$ cat src/rtl/mem_arbiter.sv
// Arbiter between instruction fetch and the load/store buffer for a single
// byte-serial memory controller; latches the granted request onto the controller ports.
module mem_arbiter #(
  parameter int unsigned ADDR_W       = 32,
  parameter int unsigned DATA_W       = 32,
  parameter int unsigned STARVE_LIMIT = 4
) (
  input  logic              clk_in,
  input  logic              rst_in,
  input  logic              rdy_in,
  input  logic              flush_in,

  input  logic              if_req_in,
  input  logic [ADDR_W-1:0] if_addr_in,
  output logic              if_ack_out,
  output logic [DATA_W-1:0] if_inst_out,

  input  logic              ls_req_in,
  input  logic              ls_rw_in,
  input  logic              ls_sgn_in,
  input  logic [2:0]        ls_width_in,
  input  logic [ADDR_W-1:0] ls_addr_in,
  input  logic [DATA_W-1:0] ls_wdata_in,
  output logic              ls_ack_out,
  output logic [DATA_W-1:0] ls_rdata_out,

  output logic              mc_inst_en_out,
  output logic [ADDR_W-1:0] mc_inst_addr_out,
  input  logic              mc_inst_rdy_in,
  input  logic [DATA_W-1:0] mc_inst_in,

  output logic              mc_data_en_out,
  output logic              mc_data_rw_out,
  output logic              mc_data_sgn_out,
  output logic [2:0]        mc_data_width_out,
  output logic [ADDR_W-1:0] mc_data_addr_out,
  output logic [DATA_W-1:0] mc_data_wdata_out,
  input  logic              mc_data_rdy_in,
  input  logic [DATA_W-1:0] mc_data_in
);

  localparam int unsigned CNT_W = (STARVE_LIMIT < 1) ? 1 : $clog2(STARVE_LIMIT + 1);
  localparam logic [CNT_W-1:0] CNT_MAX = CNT_W'(STARVE_LIMIT);

  typedef enum logic [1:0] {
    IDLE,
    INST_BUSY,
    DATA_BUSY,
    INST_DRAIN
  } state_t;

  state_t           state;
  logic [CNT_W-1:0] starve_cnt;
  logic             if_pend;
  logic             if_wins;

  // A flushed fetch is never pending; IF only beats a pending LSB once starved.
  always_comb begin
    if_pend = if_req_in && !flush_in;
    if_wins = if_pend && (!ls_req_in || (starve_cnt == CNT_MAX));
  end

  always_ff @(posedge clk_in) begin
    if (!rst_in) begin
      state             <= IDLE;
      starve_cnt        <= '0;
      if_ack_out        <= 1'b0;
      if_inst_out       <= '0;
      ls_ack_out        <= 1'b0;
      ls_rdata_out      <= '0;
      mc_inst_en_out    <= 1'b0;
      mc_inst_addr_out  <= '0;
      mc_data_en_out    <= 1'b0;
      mc_data_rw_out    <= 1'b0;
      mc_data_sgn_out   <= 1'b0;
      mc_data_width_out <= '0;
      mc_data_addr_out  <= '0;
      mc_data_wdata_out <= '0;
    end else if (rdy_in) begin
      if_ack_out <= 1'b0;
      ls_ack_out <= 1'b0;
      case (state)
        IDLE: begin
          if (if_wins) begin
            mc_inst_addr_out <= if_addr_in;
            mc_inst_en_out   <= 1'b1;
            starve_cnt       <= '0;
            state            <= INST_BUSY;
          end else if (ls_req_in) begin
            mc_data_rw_out    <= ls_rw_in;
            mc_data_sgn_out   <= ls_sgn_in;
            mc_data_width_out <= ls_width_in;
            mc_data_addr_out  <= ls_addr_in;
            mc_data_wdata_out <= ls_wdata_in;
            mc_data_en_out    <= 1'b1;
            state             <= DATA_BUSY;
            if (!if_pend)
              starve_cnt <= '0;
            else if (starve_cnt != CNT_MAX)
              starve_cnt <= starve_cnt + 1'b1;
          end else begin
            starve_cnt <= '0;
          end
        end
        INST_BUSY: begin
          if (flush_in) begin
            // A flush coinciding with the done pulse needs no drain.
            if (mc_inst_rdy_in) begin
              mc_inst_en_out <= 1'b0;
              state          <= IDLE;
            end else begin
              state <= INST_DRAIN;
            end
          end else if (mc_inst_rdy_in) begin
            if_inst_out    <= mc_inst_in;
            if_ack_out     <= 1'b1;
            mc_inst_en_out <= 1'b0;
            state          <= IDLE;
          end
        end
        INST_DRAIN: begin
          if (mc_inst_rdy_in) begin
            mc_inst_en_out <= 1'b0;
            state          <= IDLE;
          end
        end
        DATA_BUSY: begin
          if (mc_data_rdy_in) begin
            if (mc_data_rw_out)
              ls_rdata_out <= mc_data_in;
            ls_ack_out     <= 1'b1;
            mc_data_en_out <= 1'b0;
            state          <= IDLE;
          end
        end
        default: state <= IDLE;
      endcase
    end
  end

endmodule
$ cat config.mk
export PLATFORM = sky130hd
export DESIGN_NAME = mem_arbiter
export DESIGN_NICKNAME = d
export VERILOG_FILES = /design/src/rtl/mem_arbiter.sv
export SDC_FILE = /design/constraint.sdc
export NUM_CORES = 1
export LEC_CHECK = 0
export BUFFER_PORTS_ARGS = -buffer_cell sky130_fd_sc_hd__buf_2
export CAP_MARGIN = 20
export CORE_AREA = 2 2 133 135
export CTS_CLUSTER_SIZE = 14
export DETAILED_ROUTE_END_ITERATION = 16
export DIE_AREA = 0 0 135 137
export PLACE_DENSITY = 0.72
export REMOVE_ABC_BUFFERS = 1
export SLEW_MARGIN = 40
export SYNTH_ARGS = -nofsm -noshare
export SYNTH_HDL_FRONTEND = slang
export SYNTH_SLANG_ARGS = --single-unit
$ cat constraint.sdc
create_clock -name clk_in -period 4 [get_ports clk_in]
set_input_delay 0.8 -clock clk_in [delete_from_list [all_inputs] [get_ports clk_in]]
set_output_delay 0.8 -clock clk_in [all_outputs]
set_load 0.01 [all_outputs]
==> results of run 1 <==
sequential cells by signal, indices dropped and copies added, names as in the netlist, 2 cells and up:
| register | count |
|---|---|
| if_inst_out | 32 |
| ls_rdata_out | 32 |
| mc_data_addr_out | 32 |
| mc_data_wdata_out | 32 |
| mc_data_width_out | 3 |
| mc_inst_addr_out | 32 |
| starve_cnt | 3 |
| state | 2 |
path summary, 6_finish.rpt:
check | slack, ps | to | start | depth (start not counted)
hold reg to reg | 450 | mc_data_addr_out[3] | mc_data_addr_out[3] | 2
setup reg to reg | 2080 | if_inst_out[7] | state[0] | 4
setup / recovery | 1920 | mc_data_rw_out | mc_data_rw_out | 2
hold / removal | 450 | mc_data_addr_out[3] | mc_data_addr_out[3] | 2
critical path: stages (launching register included):
cell	delay (ps)
dfxtp_1	330
buf_4	340
buf_2	200
metal layers:
| layer | wire length (um) | vias up |
|---|---|---|
| met2 | 8990 | 250 |
| met4 | 297 | 0 |
| li1 | - | 3268 |
| met1 | 7730 | 2905 |
| met3 | 1640 | 24 |
| met5 | 0 | - |
report_power, final:
part	total [W]	internal, W	switching (W)	leakage, nW
clock network	0.00155	0.000856	0.000691	0.263
registers	0.00180	0.00178	0.0000250	1.41
logic	0.000362	0.000157	0.000204	2.87
total	0.00371	0.00279	0.000921	4.54
final cells by class:
| cell class | count | area share [%] |
|---|---|---|
| Clock buffer | 18 | 4.67 |
| Clock inverter | 13 | 1.23 |
| Inverter | 5 | 0.231 |
| Multi-Input combinational cell | 541 | 33.3 |
| Sequential cell | 174 | 37.9 |
| Tap cell | 225 | 3.06 |
| Timing Repair Buffer | 353 | 19.7 |
synthesized netlist by cell type (all sizes together):
library cell	number
a21boi	2
a21oi	69
a221oi	1
a31oi	1
and3	2
and4b	1
buf	13
clkbuf	58
dfxtp	174
ha	2
inv	5
mux2i	101
nand2	209
nand2b	2
nand3	65
nand4	3
nand4b	2
nor2	3
nor2b	3
nor3	1
nor3b	2
o211a	1
o211ai	1
o21a	1
o21ai	64
o221ai	1
o31ai	1
o41a	1
or2	1
or3b	1
cells in the final DEF (no fill, tap or decap), types with 2 or more instances in the layout:
master and count:
buf_2 340, o21ai_0 64, a21oi_1 69, buf_6 2, nor2_1 2, clkinv_2 5
nand2b_1 2, clkinvlp_4 3, dfxtp_1 174, nand4_1 3, nor2b_1 3, buf_4 11
mux2i_1 101, and3_1 2, inv_1 3, ha_1 2, inv_6 4, nand3_1 64
clkbuf_16 17, nand2_1 209, nand4b_1 2
kinds of logic (layout without fill, tap and decap cells):
family | after synthesis | count (layout) | synth area share, %
AO/OA/AOI/OAI | 143 | 143 | 10.9
adder cells (fa/ha/maj) | 2 | 2 | 0.364
buffers and inverters | 76 | 389 | 4.92
flip-flops | 174 | 174 | 50.7
multiplexers | 101 | 101 | 14.7
AND/OR/NAND/NOR | 295 | 295 | 18.4
stage by stage:
step	total power (W)	setup WS, ps	setup TNS (ps)
2_1_floorplan	0.00202	-2280	-159350
4_1_cts	0.00376	1900	0
3_3_place_gp	0.00220	1580	0
6_report	0.00371	1920	0
5_1_grt	0.00387	1850	0
3_5_place_dp	0.00221	1540	0
==> flow_summary.yaml, run 1 <==
status:
  status: "finished clean"
sta:
  finalCriticalPeriod_ps: 2080
  finClkSkew_ps: 11.0
  tightest_slew_ps: 797
  maxSlewViolCount: 0
  period_share_pct: 52.1
  slew_headroom_pct: 46.9
  rsz0062_at_grt: "no"
  fmax_mhz: 480
  holdWs_ps: 451
  final_hold_viol_count: 0
  setup_viol: 0
final_layout:
  multiInputGateArea_um2: 3060
  fillers: 1600
  layout-drive-gt1-share_pct: 35.2
  stdcell_count: 1329
  stdcell_area_um2: 9190
  seq_area_um2: 3480
  area_growth_syn_to_layout_pct: 33.8
  final_nets: 1267
  post-route-util_pct: 53.9
  diodes: 0
min_path:
  hold_path.class: "register to register"
power_and_ir_drop:
  p_per_area_nw_per_um2: 404
  peakVddDrop_uv: 266
  p_leak_nw: 4.54
global_route:
  grt_max_degree: 117
  overflow: 0
  busiest_layer: "met2"
  grtUsageMet2_pct: 31.0
  use_met1_pct: 23.0
  grt_usage_pct: 18.7
  grt_pass1_vias: 5726
  grt.met3_usage_pct: 5.93
  antenna_found_initial: 0
  grt_pass1_wl_um: 28000
drt:
  routed_wl_um: 18700
  viasPerCell: 4.85
  drc: 0
  vias: 6447
  firstDrtPassIters: 5
  ant_nets: 0
  drt_iter0_markers: 235
  avgRoutedWirePerCell_um: 14.0
synth:
  yosysSeqAreaShare_pct: 50.7
  synthCells: 791
  yosys-top-cells-area: "dfxtp_1 51%, mux2i_1 15%, nand2_1 11%"
  yosys.area.top_type_share_pct: 50.7
  syn_area_um2: 6870
  ys_types: 35
  synth_seq_cells: 174
  yosys_warnings: 0
  synth_top_area_cell: "dfxtp_1"
  synth.avg_cell_area_um2: 8.69
clock_network:
  cts_root_buf: "clkbuf_16"
  cts.sinks: 174
  clk_latency_ps: 420
  numCtsBuffers: 17
  htree_levels: 4
  cts_hold_buf: 0
  clockBufferDepth: 2
  cts_tree: "done"
  path_clk_slew_ps: 60
  postCtsSetupRepairBufs: 0
  cts_resized: 0
floorplanning:
  io_pins: 342
  row_count: 48
  initial_utilization_pct: 40.3
  placeableCoreArea_um2: 17100
  fp.dieH_um: 137
  die_w_um: 135
  die-area_um2: 18500
flow_run:
  cap_violations: 0
critical_path:
  crit_type: "register to output port"
  worstPathMaxFanout: 34
  worst_setup_path_end_kind: "output port"
  arrival_ps: 1280
  required_ps: 3200
  cp-start-kind: "register"
placed_design:
  io_buffer_count: 341
  dpl_cell_area_um2: 8650
  place_congestion: 0.769
  hpwl_um: 13100
  placed_cells: 1298
(Power assumes the default switching activity.)
==> run 2: changes to the inputs <==
--- a/config.mk
+++ b/config.mk
@@ -5,13 +5,14 @@
 export SDC_FILE = /design/constraint.sdc
 export NUM_CORES = 1
 export LEC_CHECK = 0
+export ABC_AREA = 1
 export BUFFER_PORTS_ARGS = -buffer_cell sky130_fd_sc_hd__buf_2
 export CAP_MARGIN = 20
-export CORE_AREA = 2 2 133 135
+export CORE_AREA = 2 2 132 134
 export CTS_CLUSTER_SIZE = 14
 export DETAILED_ROUTE_END_ITERATION = 16
-export DIE_AREA = 0 0 135 137
-export PLACE_DENSITY = 0.72
+export DIE_AREA = 0 0 134 136
+export PLACE_DENSITY = 0.76
 export REMOVE_ABC_BUFFERS = 1
 export SLEW_MARGIN = 40
 export SYNTH_ARGS = -nofsm -noshare
==> constraint.sdc (replaced) <==
create_clock -name clk_in -period 2.15 [get_ports clk_in]
set_input_delay 0.43 -clock clk_in [delete_from_list [all_inputs] [get_ports clk_in]]
set_output_delay 0.43 -clock clk_in [all_outputs]
set_load 0.01 [all_outputs]
==> run 2 against run 1 <==
- power increased by 110%
- largest cell class unchanged
- sequential share of layout area shrank 2.2 points
- critical path depth rose by 7
- final cell count increased by 22%
- flip-flop and latch count stayed put
- combinational power grew to 3.0 times the previous value
- global-route usage up 1.8 points
==> flow_summary.yaml, run 2 <==
status:
  status: "finished clean"
drt:
  drt_iter0_markers: 314
  ant_nets: 0
  wl_met1_um: 8340
  wl_met2_um: 8820
  avgRoutedWirePerCell_um: 11.9
  firstDrtPassIters: 5
  routed_wl_um: 19300
  drc: 0
  dr.max_layer_used: "met4"
  viasPerCell: 4.49
  wl_met3_um: 1750
  vias: 7316
synth:
  yosys_warnings: 0
  yosys.area.top_type_share_pct: 47.7
  synth_seq_cells: 174
  synth_edf_count: 0
  ys_types: 19
  syn_area_um2: 7310
  yosys_most_used_dff: "dfxtp_1"
  synth_top_area_cell: "dfxtp_1"
  synth.avg_cell_area_um2: 6.79
  yosys-top-cells-area: "dfxtp_1 48%, nor2_1 14%, nand2_1 11%"
  synth_most_common_cell: "nor2_1"
  synthCells: 1077
  yosysSeqAreaShare_pct: 47.7
  synthTopCellsByCount: "272 x nor2_1, 222 x nand2_1, 174 x dfxtp_1, 147 x inv_1"
  synthArstFlopShare_pct: 0
critical_path:
  path_buf_inv: 2
  cp_cell_sequence: "inv_1, ha_1, nand2_1, nand2_1, nand2_4, buf_4, nand3_1, nand2_1, nor2_1"
  crit_family: "simple AND/OR/NAND/NOR gates"
  arrival_ps: 2020
  critPathMaxStageDelay_ps: 360
  worst_path_most_repeated_cell: "nand2_1"
  worstPathMaxFanout: 32
  cp-start-kind: "register"
  required_ps: 2460
  cp_slowest_cell: "buf_4"
  worst_setup_path_end_kind: "register"
  crit_type: "register to register"
clock_network:
  cts_tree: "done"
  clk_latency_ps: 430
  cts_root_buf: "clkbuf_16"
  cts_hold_buf: 0
  numCtsBuffers: 17
  cts_resized: 0
  clockBufferDepth: 2
  cts.sinks: 174
  postCtsSetupRepairBufs: 0
  htree_levels: 4
  path_clk_slew_ps: 70
sta:
  slew_headroom_pct: 64.4
  fmax_mhz: 586
  final_hold_viol_count: 0
  rsz0062_at_grt: "no"
  tightest_slew_ps: 535
  maxSlewViolCount: 0
  setup_viol: 0
  holdWs_ps: 227
  finalCriticalPeriod_ps: 1710
  period_share_pct: 79.3
  finClkSkew_ps: 15.1
final_layout:
  fillers: 1624
  layout-drive-gt1-share_pct: 28.7
  layout_common_cells: "340 x buf_2, 271 x nor2_1, 221 x nand2_1"
  final_nets: 1564
  layout_commonest_cell: "buf_2"
  multiInputGateArea_um2: 2880
  area_growth_syn_to_layout_pct: 33.6
  stdcell_count: 1628
  seq_area_um2: 3480
min_path:
  hold_path.class: "input port to register"
floorplanning:
  io_pins: 342
  row_count: 48
  fp.dieH_um: 136
  initial_utilization_pct: 43.3
  die_w_um: 134
  die-area_um2: 18200
  placeableCoreArea_um2: 16900
placed_design:
  placed_cells: 1595
  place_congestion: 0.815
  io_buffer_count: 341
  hpwl_um: 13900
power_and_ir_drop:
  p_comb_share_pct: 14.1
  p_switching_w: 0.00215
  p_sw_share_pct: 28.0
  p_leak_nw: 5.47
  p_per_area_nw_per_um2: 786
  peakVddDrop_uv: 509
  pwr-share-clk_pct: 40.4
  p_int_w: 0.00553
  p_seq_share_pct: 45.5
global_route:
  antenna_found_initial: 1
  grt_pass1_wl_um: 30400
  grt_usage_pct: 20.6
  grt_max_degree: 65
  overflow: 0
  grt_pass1_vias: 6515
flow_run:
  cap_violations: 0
## run 2: worst register-to-register path, stage by stage, from the launching register on
cell and delay, ps:
dfxtp_1 340, inv_1 70, ha_1 190, nand2_1 60
nand2_1 100, nand2_4 250, buf_4 360, nand3_1 120
nand2_1 80, nor2_1 50
## run 2: per-layer routing
layer  up-vias  track usage, %
met3        29            7.57
met2       275            33.7
met4         0            7.92
li1       3858               -
met1      3154            24.6
met5         -               0
## run 2: power by group through the flow
stage               Combinational (W)  Sequential [W]  Clock (W)
floorplan                    0.000490         0.00364          0
global placement              0.00107         0.00356          0
detailed placement            0.00109         0.00356          0
CTS                           0.00109         0.00349    0.00317
global route                  0.00123         0.00351    0.00330
finish                        0.00108         0.00349    0.00310
## run 2: kinds of logic (layout without fill, tap and decap cells)
family | count (synthesis) | count (layout) | synth area share (%)
AO/OA/AOI/OAI | 110 | 110 | 7.53
adder cells (fa/ha/maj) | 2 | 2 | 0.342
buffers and inverters | 216 | 541 | 13.1
flip-flops | 174 | 174 | 47.7
other | 0 | 1 | 0
AND/OR/NAND/NOR | 575 | 575 | 31.4
## run 2: area by class of cell
type,instances,area share (%)
Sequential cell,174,35.7
Timing Repair Buffer,361,20.1
Antenna cell,1,0.0256
Clock inverter,15,1.74
Clock buffer,17,4.36
Inverter,148,5.69
Multi-Input combinational cell,687,29.5
Tap cell,225,2.88
## run 2: metrics by stage
| stage | util (%) | worst slack [ps] | setup TNS (ps) | total power (W) | cell area [um2] |
|---|---|---|---|---|---|
| after floorplan | - | -3280 | -189480 | 0.00413 | 6910 |
| after global placement | 54.3 | 435 | 0 | 0.00463 | 9160 |
| after detailed placement | 54.3 | 384 | 0 | 0.00465 | 9160 |
| after CTS | 57.8 | 443 | 0 | 0.00775 | 9760 |
| after global routing | 57.8 | 265 | 0 | 0.00803 | 9760 |
| final | 57.8 | 444 | 0 | 0.00767 | 9760 |
## run 2: worst paths after layout
path	slack [ps]	cells past startpoint	startpoint	to
max	440	9	starve_cnt[0]	mc_data_wdata_out[8]
min reg2reg	450	2	mc_data_en_out	mc_data_en_out
max reg2reg	440	9	starve_cnt[0]	mc_data_wdata_out[8]
min	230	3	mc_inst_in[8]	if_inst_out[8]
